[src/rtl/audio_pkg.sv]
// Shared audio-output helpers.
//   I2S_SLOT_BITS / I2S_FRAME_BITS : bit clocks per channel slot / per stereo frame
//   nco_inc()          : phase-accumulator increment for a given output tick rate
//   to_offset_signed() : converts an MSB-justified sample to two's complement
package audio_pkg;

    localparam int unsigned I2S_SLOT_BITS  = 32;
    localparam int unsigned I2S_FRAME_BITS = 64;

    // Increment giving out_hz carries per second from a clk_hz accumulator of
    // acc_w bits, rounded to nearest.
    function automatic longint unsigned nco_inc(input longint unsigned clk_hz,
                                                input longint unsigned out_hz,
                                                input int unsigned     acc_w);
        return ((64'd1 << acc_w) * out_hz + clk_hz / 2) / clk_hz;
    endfunction

    // sample is MSB-justified in 32 bits, so the sign/offset bit is always
    // bit 31 whatever the source width.
    function automatic logic [31:0] to_offset_signed(input logic [31:0] sample,
                                                     input logic        signed_in);
        return signed_in ? sample : (sample ^ 32'h8000_0000);
    endfunction

endpackage

[src/rtl/nco_tick.sv]
// Fractional phase accumulator producing a one-clock tick on each carry-out.
//   clk_sys : system clock
//   reset   : asynchronous, active-high reset (acc = 0)
//   clr     : synchronous clear (acc = 0, no tick)
//   tick    : carry-out of acc + INC in the current clock
module nco_tick #(
    parameter int unsigned      ACC_W = 32,
    parameter logic [ACC_W-1:0] INC   = '0
) (
    input  logic clk_sys,
    input  logic reset,
    input  logic clr,
    output logic tick
);

    logic [ACC_W-1:0] acc;
    logic [ACC_W:0]   sum;

    always_comb begin
        sum  = {1'b0, acc} + {1'b0, INC};
        tick = sum[ACC_W] & ~clr;
    end

    always_ff @(posedge clk_sys or posedge reset) begin
        if (reset) begin
            acc <= '0;
        end else if (clr) begin
            acc <= '0;
        end else begin
            acc <= sum[ACC_W-1:0];
        end
    end

endmodule

[src/rtl/i2s_audio_tx.sv]
// Philips I2S transmitter for the guest core's stereo samples.
//   clk_sys     : system clock
//   reset       : asynchronous, active-high reset
//   en          : 1 = run, 0 = idle with all outputs low
//   audio_l/r   : parallel samples, captured once per frame
//   sample_ack  : one-clock pulse in the cycle audio_l/r are captured
//   i2s_bck     : bit clock, 64 periods per frame
//   i2s_lrck    : word select, 0 = left, 1 = right
//   i2s_data    : serial data, MSB first, one bit clock after the LRCK edge
module i2s_audio_tx
    import audio_pkg::*;
#(
    parameter int unsigned CLK_HZ    = 50_000_000,
    parameter int unsigned SAMPLE_HZ = 48_000,
    parameter int unsigned SAMPLE_W  = 16,
    parameter int unsigned SIGNED_IN = 0,
    parameter int unsigned ACC_W     = 32
) (
    input  logic                clk_sys,
    input  logic                reset,
    input  logic                en,
    input  logic [SAMPLE_W-1:0] audio_l,
    input  logic [SAMPLE_W-1:0] audio_r,
    output logic                sample_ack,
    output logic                i2s_bck,
    output logic                i2s_lrck,
    output logic                i2s_data
);

    // The accumulator ticks at twice the BCK rate: one tick per BCK edge.
    localparam longint unsigned INC_FULL =
        nco_inc(64'(CLK_HZ), 64'(2 * I2S_FRAME_BITS * SAMPLE_HZ), ACC_W);
    localparam logic [ACC_W-1:0] INC = INC_FULL[ACC_W-1:0];

    if (INC_FULL >= (64'd1 << (ACC_W - 1))) begin : g_rate_check
        $error("i2s_audio_tx: BCK rate exceeds CLK_HZ/4");
    end
    if (SAMPLE_W < 1 || SAMPLE_W > 31) begin : g_width_check
        $error("i2s_audio_tx: SAMPLE_W must be 1..31");
    end

    logic                tick;
    logic                nco_clr;
    logic [5:0]          bit_cnt;
    logic [5:0]          bit_cnt_nx;
    logic                falling;
    logic                wrap;
    logic [31:0]         conv_l;
    logic [31:0]         conv_r;
    logic [SAMPLE_W-1:0] smp_l;
    logic [SAMPLE_W-1:0] smp_r;
    logic [SAMPLE_W-1:0] smp_l_nx;
    logic [SAMPLE_W-1:0] smp_r_nx;
    logic [31:0]         slot;
    logic                data_nx;

    assign nco_clr = ~en;

    nco_tick #(
        .ACC_W (ACC_W),
        .INC   (INC)
    ) u_nco (
        .clk_sys (clk_sys),
        .reset   (reset),
        .clr     (nco_clr),
        .tick    (tick)
    );

    always_comb begin
        falling    = tick & i2s_bck;
        bit_cnt_nx = bit_cnt + 6'd1;
        wrap       = falling & (bit_cnt == 6'd63);

        conv_l   = to_offset_signed(32'(audio_l) << (32 - SAMPLE_W), SIGNED_IN != 0);
        conv_r   = to_offset_signed(32'(audio_r) << (32 - SAMPLE_W), SIGNED_IN != 0);
        smp_l_nx = wrap ? conv_l[31 -: SAMPLE_W] : smp_l;
        smp_r_nx = wrap ? conv_r[31 -: SAMPLE_W] : smp_r;

        // Place the sample so its MSB sits at bit 30: slot position p then maps
        // to bit 31-p, which yields 0 for p=0 and for every p past the LSB.
        slot    = 32'(bit_cnt_nx[5] ? smp_r_nx : smp_l_nx) << (31 - SAMPLE_W);
        data_nx = slot[~bit_cnt_nx[4:0]];
    end

    always_ff @(posedge clk_sys or posedge reset) begin
        if (reset) begin
            bit_cnt    <= 6'd63;
            i2s_bck    <= 1'b0;
            i2s_lrck   <= 1'b0;
            i2s_data   <= 1'b0;
            sample_ack <= 1'b0;
            smp_l      <= '0;
            smp_r      <= '0;
        end else if (!en) begin
            // Parking bit_cnt at 63 makes the first fall after enable a frame latch.
            bit_cnt    <= 6'd63;
            i2s_bck    <= 1'b0;
            i2s_lrck   <= 1'b0;
            i2s_data   <= 1'b0;
            sample_ack <= 1'b0;
        end else begin
            sample_ack <= wrap;
            smp_l      <= smp_l_nx;
            smp_r      <= smp_r_nx;
            if (tick) begin
                i2s_bck <= ~i2s_bck;
            end
            if (falling) begin
                bit_cnt  <= bit_cnt_nx;
                i2s_lrck <= bit_cnt_nx[5];
                i2s_data <= data_nx;
            end
        end
    end

endmodule

[config.mk]
export PLATFORM = sky130hd
export DESIGN_NAME = i2s_audio_tx
export DESIGN_NICKNAME = d
export VERILOG_FILES = /design/src/rtl/audio_pkg.sv /design/src/rtl/nco_tick.sv /design/src/rtl/i2s_audio_tx.sv
export SDC_FILE = /design/constraint.sdc
export NUM_CORES = 1
export LEC_CHECK = 0
export ABC_AREA = 1
export CORE_ASPECT_RATIO = 0.75
export CORE_MARGIN = 10
export CORE_UTILIZATION = 50
export DETAILED_ROUTE_END_ITERATION = 10
export PLACE_DENSITY = 0.74
export SYNTH_ARGS = -nofsm -noshare
export SYNTH_HDL_FRONTEND = slang
export SYNTH_SLANG_ARGS = --single-unit
[constraint.sdc]
create_clock -name clk_sys -period 2.6 [get_ports clk_sys]
set_input_delay 0.39 -clock clk_sys [delete_from_list [all_inputs] [get_ports clk_sys]]
set_output_delay 0.39 -clock clk_sys [all_outputs]
set_load 0.02 [all_outputs]
==> results of run 1 <==
[kinds of logic (layout without fill, tap and decap cells)]
| logic type | count (synthesis) | in the layout | share of synthesized area (%) |
|---|---|---|---|
| AO/OA/AOI/OAI | 56 | 56 | 7.292 |
| XOR/XNOR | 8 | 8 | 1.831 |
| adder cells (fa/ha/maj) | 2 | 2 | 0.5904 |
| buffers and inverters | 151 | 215 | 14.79 |
| flip-flops | 74 | 74 | 43.87 |
| AND/OR/NAND/NOR | 289 | 290 | 31.62 |
[worst reg2reg max path, delay by kind of cell (launching register included)]
kind,cells,cell delay [ns]
AOI/OAI and AO/OA,3,0.37
adders and majority gates,1,0.14
buffers and inverters,3,0.38
DFF,1,0.56
and+or+nand+nor,8,0.90
[power groups by stage]
stage	Sequential, W	Combinational, W	Clock (W)
final	0.00133	0.000646	0.00115
after global routing	0.00134	0.000731	0.00122
after CTS	0.00133	0.000591	0.00116
after detailed placement	0.00135	0.000586	0
after global placement	0.00134	0.000571	0
after floorplan	0.00133	0.000423	0
[timing repair]
action,4_1_cts,5_1_grt
buffers inserted,0,12
resized for setup,0,27
setup endpoints to repair,0,1
[synthesized netlist by cell type, types with 3 or more instances]
cell | number | area (sq um)
nor2_2 | 3 | 18.77
dfstp_2 | 6 | 157.7
nand4_1 | 19 | 118.9
inv_2 | 5 | 18.77
nor3_1 | 16 | 80.08
clkbuf_1 | 6 | 22.52
a21oi_1 | 26 | 130.1
xor2_1 | 7 | 61.31
nand3_1 | 60 | 300.3
dfrtp_1 | 68 | 1702
inv_1 | 129 | 484.2
o21ai_0 | 18 | 90.09
nand2_1 | 123 | 461.7
a31oi_1 | 3 | 18.77
buf_2 | 3 | 15.01
nor2_1 | 42 | 157.7
buf_6 | 5 | 56.30
nand2_2 | 15 | 93.84
[state kept, by name, summed over array words and instances, names as in the netlist]
| signal | flops |
|---|---|
| sample_ack | 1 |
| u_nco.acc | 32 |
| smp_l | 16 |
| smp_r | 16 |
| bit_cnt | 6 |
| i2s_lrck | 1 |
| i2s_bck | 1 |
| i2s_data | 1 |
[layer usage]
layer,GRT usage (%),up-vias
met4,5.153,0
met3,4.244,12
met1,20.92,1863
li1,-,1920
met2,26.64,80
met5,0,-
[per-stage QoR]
stage                     instance area [sq um]  util (%)  setup WS, ns
after floorplan                            4238         -        0.3383
after global placement                     4751     58.96        0.2132
after detailed placement                   4751     58.96        0.1422
after CTS                                  5026     62.38        0.1219
after global routing                       5255     65.22      -0.05090
final                                      5255     65.22        0.1550
[how the worst max path moves through the flow]
stage                      endpoint  slack (ns)  cells after the start
6_report       i2s_data$_DFFE_PP0P_        0.16                     15
3_3_place_gp   i2s_data$_DFFE_PP0P_        0.21                     18
3_5_place_dp   i2s_data$_DFFE_PP0P_        0.14                     22
5_1_grt        i2s_data$_DFFE_PP0P_       -0.05                     22
2_1_floorplan   i2s_bck$_DFFE_PP0P_        0.34                      1
4_1_cts        i2s_data$_DFFE_PP0P_        0.12                     20
[layout make-up]
class / count / area, sq um
clock buffer: 12 / 246.5
clock inverter: 4 / 28.78
fill: 687 / 2803
inverter: 136 / 513.0
multi-input combinational: 356 / 1829
sequential: 74 / 1861
tap: 105 / 131.4
timing repair buffer: 63 / 645.6
==> flow_summary.toml, run 1 <==
[sta]
finalSetupViolations = 0
min_period_ns = 2.445
fin_crit_sh_pct = 94.04
finalMaxSlewViolations = 0
final_hold_viol_count = 0
relSlewSlack_pct = 68.56
worst_pin_slew_ns = 0.4710
fin_tns_setup_ns = 0
max_freq_ghz = 0.4090
skew_ns = 0.01101
hold_slack_ns = 0.3989

[layout]
final_common_cell = "inv_1"
layout_common_cells = "inv_1 (127), nand2_1 (116), dfrtp_1 (67), nand3_1 (59)"
nets = 677
stdcell_count = 750
diodes = 0
drive_above_1_share_pct = 14.88
areaGrowthSynthToFinish_pct = 24.00

[placement]
place.gp.congestion = 0.8699
io_buffers = 38
dp_cells = 720
dp_hpwl_mm = 7.209

[synthesis]
synth.distinct_cells = 38
avgSynthCellArea_sq_um = 7.307
ys_async_sr_fraction_pct = 100.0
ys_ff_latch = 74
ys_seq_area_share_pct = 43.87
syn_inst = 580
syn_area_sq_um = 4238
synth_edf_count = 0
ys_warn_count = 0
syn_nets = 617
synth_ff_type = "dfrtp_1"

[grt]
grt_pass1_vias = 3862
grt_pass1_wl_mm = 17.37
overflow = 0
grtUsageTotal_pct = 16.40
antenna_found_initial = 0
grt_max_degree = 42

[routing]
route.detailed.drc = 0
wl_per_cell_microns = 13.94
route.met3.wl_microns = 453
detail-route-antenna-nets = 0
drt_iter0_drc = 298
routed-wl-met2_mm = 4.957
drt_wl_total_mm = 10.45
drt-pass1-iter-count = 5
top_layer_used = "met4"
vias = 3875
wl_met1_mm = 4.922
via_per_inst = 5.167

[cts]
h-tree-depth = 3
clkLatencyLatePin_ns = 0.34
cts_sinks = 74
cts_buffers = 9
clock-root-buffer = "clkbuf_16"
clock_path_buffers = 2
cts_tree = "done"
clk_pin_slew_worst_paths_ns = 0.06
postCtsHoldBufs = 0

[setup_path]
cp.arrival_ns = 2.67
criticalPathCategory = "reg2reg"
r2r-start = "bit_cnt[1]$_DFFE_PP1P_"
r2r_cells = 15
regToRegEndpoint = "i2s_data$_DFFE_PP0P_"
end_kind = "flip-flop"
cp_num_buf_inv = 3
max_stage_delay_ns = 0.56
startpoint_type = "flip-flop"
critPathTopFamily = "simple AND/OR/NAND/NOR gates"
r2r_setup_slack_ns = 0.16
crit_slowest_cell = "dfstp_2"
crit_chain = "ha_4, nand2_2, nor2_2, nand2_2, nor2_4, nand3_4, buf_12, buf_4, o21ai_2, inv_2, nor2_1, a211oi_1, o21a_1, nand2_1, nand2_1"
startpoint = "bit_cnt[1]$_DFFE_PP1P_"
critPathRequiredTime_ns = 2.83
crit_fanout = 8

[outcome]
status = "completed"

[floorplan]
ios = 39
core-area_sq_um = 8058
die-area_sq_um = 12600
initial_core_util_pct = 52.59
die_x_microns = 126.3
die_h_microns = 99.73
row_count = 28

[power_and_ir_drop]
switchingPower_w = 0.0009508
p_int_w = 0.002181
pwr-share-comb_pct = 20.6
power_density_nw_per_um2 = 595.9
p_leak_nw = 2.805
p_seq_share_pct = 42.5
sw_frac_of_total_pct = 30.36
power.total_w = 0.003132
clkPwrFrac_pct = 36.9
vdd_drop_max_v = 0.0003615

[worst_hold_path]
hold_path.class = "in2async"

[run]
maxCapViolCount = 0
(Power assumes the default switching activity.)
==> run 2: changes to the inputs <==
--- a/config.mk
+++ b/config.mk
@@ -6,11 +6,12 @@
 export NUM_CORES = 1
 export LEC_CHECK = 0
 export ABC_AREA = 1
+export ABC_CLOCK_PERIOD_IN_PS = 2600
 export CORE_ASPECT_RATIO = 0.75
-export CORE_MARGIN = 10
+export CORE_MARGIN = 2
 export CORE_UTILIZATION = 50
 export DETAILED_ROUTE_END_ITERATION = 10
-export PLACE_DENSITY = 0.74
+export PLACE_DENSITY = 0.71
 export SYNTH_ARGS = -nofsm -noshare
 export SYNTH_HDL_FRONTEND = slang
 export SYNTH_SLANG_ARGS = --single-unit
==> run 2 against run 1 <==
  * Core utilization shrank 3.3 points
  * Cell count shrank 1.1%
  * Register-to-register slack gained 0.02 ns
  * Routed wire length shrank 6.7%
==> flow_summary.toml, run 2 (synthesized netlist as in run 1, its figures left out) <==
[outcome]
status = "completed"

[floorplan]
die_x_microns = 110.3
core-area_sq_um = 8346
die_h_microns = 83.73
ios = 39
die-area_sq_um = 9236
row_count = 29
initial_core_util_pct = 50.78

[setup_path]
criticalPathCategory = "reg2reg"
cp.arrival_ns = 2.66
cp_num_buf_inv = 1
critPathTopFamily = "simple AND/OR/NAND/NOR gates"
critPathRequiredTime_ns = 2.83
crit_slowest_cell = "dfstp_2"
startpoint_type = "flip-flop"
max_stage_delay_ns = 0.54
crit_chain = "ha_1, nand2_1, nor2_1, nand2_1, nor2_4, nand3_4, clkbuf_16, or2_1, o21ai_0, a211oi_1, o21a_1, nand2_1, nand2_1"
crit_fanout = 8
cp_common_cell = "nand2_1"
end_kind = "flip-flop"

[layout]
nets = 666
layout_common_cells = "inv_1 (128), nand2_1 (122), dfrtp_1 (68), nand3_1 (59), nor2_1 (42)"
final_common_cell = "inv_1"
diodes = 0
fillers = 746
regMostFlops = "u_nco.acc"
areaGrowthSynthToFinish_pct = 22.00
final_area_sq_um = 5170
drive_above_1_share_pct = 10.88
largest_registers = "u_nco.acc (32), smp_l (16), smp_r (16)"
largest_register_ffs = 32
stdcell_count = 742

[grt]
antenna_found_initial = 0
grt_pass1_wl_mm = 16.01
overflow = 0
grtUsageTotal_pct = 22.26
grt_max_degree = 75
grt_pass1_vias = 3491

[power_and_ir_drop]
power.total_w = 0.003239
p_leak_nw = 2.748
vdd_drop_max_v = 0.0004792
power_density_nw_per_um2 = 626.4

[placement]
dp_hpwl_mm = 6.307
io_buffers = 38
place.gp.congestion = 0.8261
placed_area_sq_um = 4747
dp_cells = 722

[routing]
drt-pass1-iter-count = 7
vias = 3768
wl_per_cell_microns = 13.14
detail-route-antenna-nets = 0
via_per_inst = 5.078
route.detailed.drc = 0
drt_iter0_drc = 261
drt_wl_total_mm = 9.752

[cts]
cts_buffers = 9
postCtsHoldBufs = 0
cts_sinks = 74
clkLatencyLatePin_ns = 0.34
cts_tree = "done"
post_cts_buffers = 0
clock-root-buffer = "clkbuf_16"
h-tree-depth = 3
clk_pin_slew_worst_paths_ns = 0.06
clock_path_buffers = 2

[sta]
finalSetupViolations = 0
relSlewSlack_pct = 59.50
max_freq_ghz = 0.4119
skew_ns = 0.008031
hold_slack_ns = 0.4650
finalMaxSlewViolations = 0
fin_crit_sh_pct = 93.38
fin_tns_setup_ns = 0
final_hold_viol_count = 0
min_period_ns = 2.428
worst_pin_slew_ns = 0.6068

[worst_hold_path]
hold_path.class = "in2async"

[run]
maxCapViolCount = 0
[run 2: cell types whose count changed in the layout (fill, tap and decap cells not counted), moves of 2 or more]
cell / before / now
nand2_4: 5 / 2
ha_1: 0 / 2
clkinvlp_4: 2 / 0
nor2_2: 7 / 3
nand2_1: 116 / 122
bufinv_16: 0 / 2
buf_4: 17 / 7
nand2_2: 18 / 15
nor2_1: 38 / 42
clkbuf_1: 2 / 4
[run 2: timing repair]
action | in CTS | in global routing
hold endpoints to repair | 0 | 0
gates resized for setup | 0 | 9
endpoints found under the setup margin | 0 | 1
[run 2: worst min-delay path, delay by kind of cell]
kind	cells	cell delay, ns
buf+inv	3	0.81
[run 2: report_power, final]
part	internal, W	total (W)	switching [W]
sequential	0.00124	0.00133	0.0000889
clock	0.000868	0.00132	0.000451
combinational	0.000240	0.000594	0.000354
total	0.00234	0.00324	0.000894
[run 2: layout make-up]
cell class | instances | area, sq um | share of cell area [%]
clock buffers | 14 | 254.0 | 4.913
clock inverters | 2 | 60.06 | 1.162
inverters | 136 | 515.5 | 9.971
multi-input cells | 356 | 1782 | 34.46
flip-flops and latches | 74 | 1859 | 35.96
well taps | 108 | 135.1 | 2.614
repair buffers | 52 | 564.3 | 10.91
[run 2: routing by layer]
metal	global-route usage (%)	up-vias	part of all wire, %
met2	33.07	135	44
met4	6.023	0	1.4
li1	-	1907	-
met1	32.57	1708	47
met5	0	-	0
met3	5.308	18	7.3
[run 2: worst paths after layout]
path                                          endpoint                    from  cells past startpoint  slack (ns)
worst max-delay path              i2s_data$_DFFE_PP0P_  bit_cnt[1]$_DFFE_PP1P_                     13        0.17
worst min-delay path              smp_l[4]$_DFFE_PP0P_                   reset                      3        0.47
worst max register to register    i2s_data$_DFFE_PP0P_  bit_cnt[1]$_DFFE_PP1P_                     13        0.17
worst min register to register  u_nco.acc[0]$_DFF_PP0_  u_nco.acc[0]$_DFF_PP0_                      1        0.47
max in group asynchronous       bit_cnt[1]$_DFFE_PP1P_                   reset                      3        1.80
min in group clk_sys            u_nco.acc[0]$_DFF_PP0_  u_nco.acc[0]$_DFF_PP0_                      1        0.47
[run 2: per-stage QoR]
stage	utilization [%]	setup slack [ns]
2_1_floorplan	-	0.3383
3_3_place_gp	56.88	0.3230
3_5_place_dp	56.88	0.2349
4_1_cts	60.64	0.1793
5_1_grt	61.95	-0.02774
6_report	61.95	0.1721
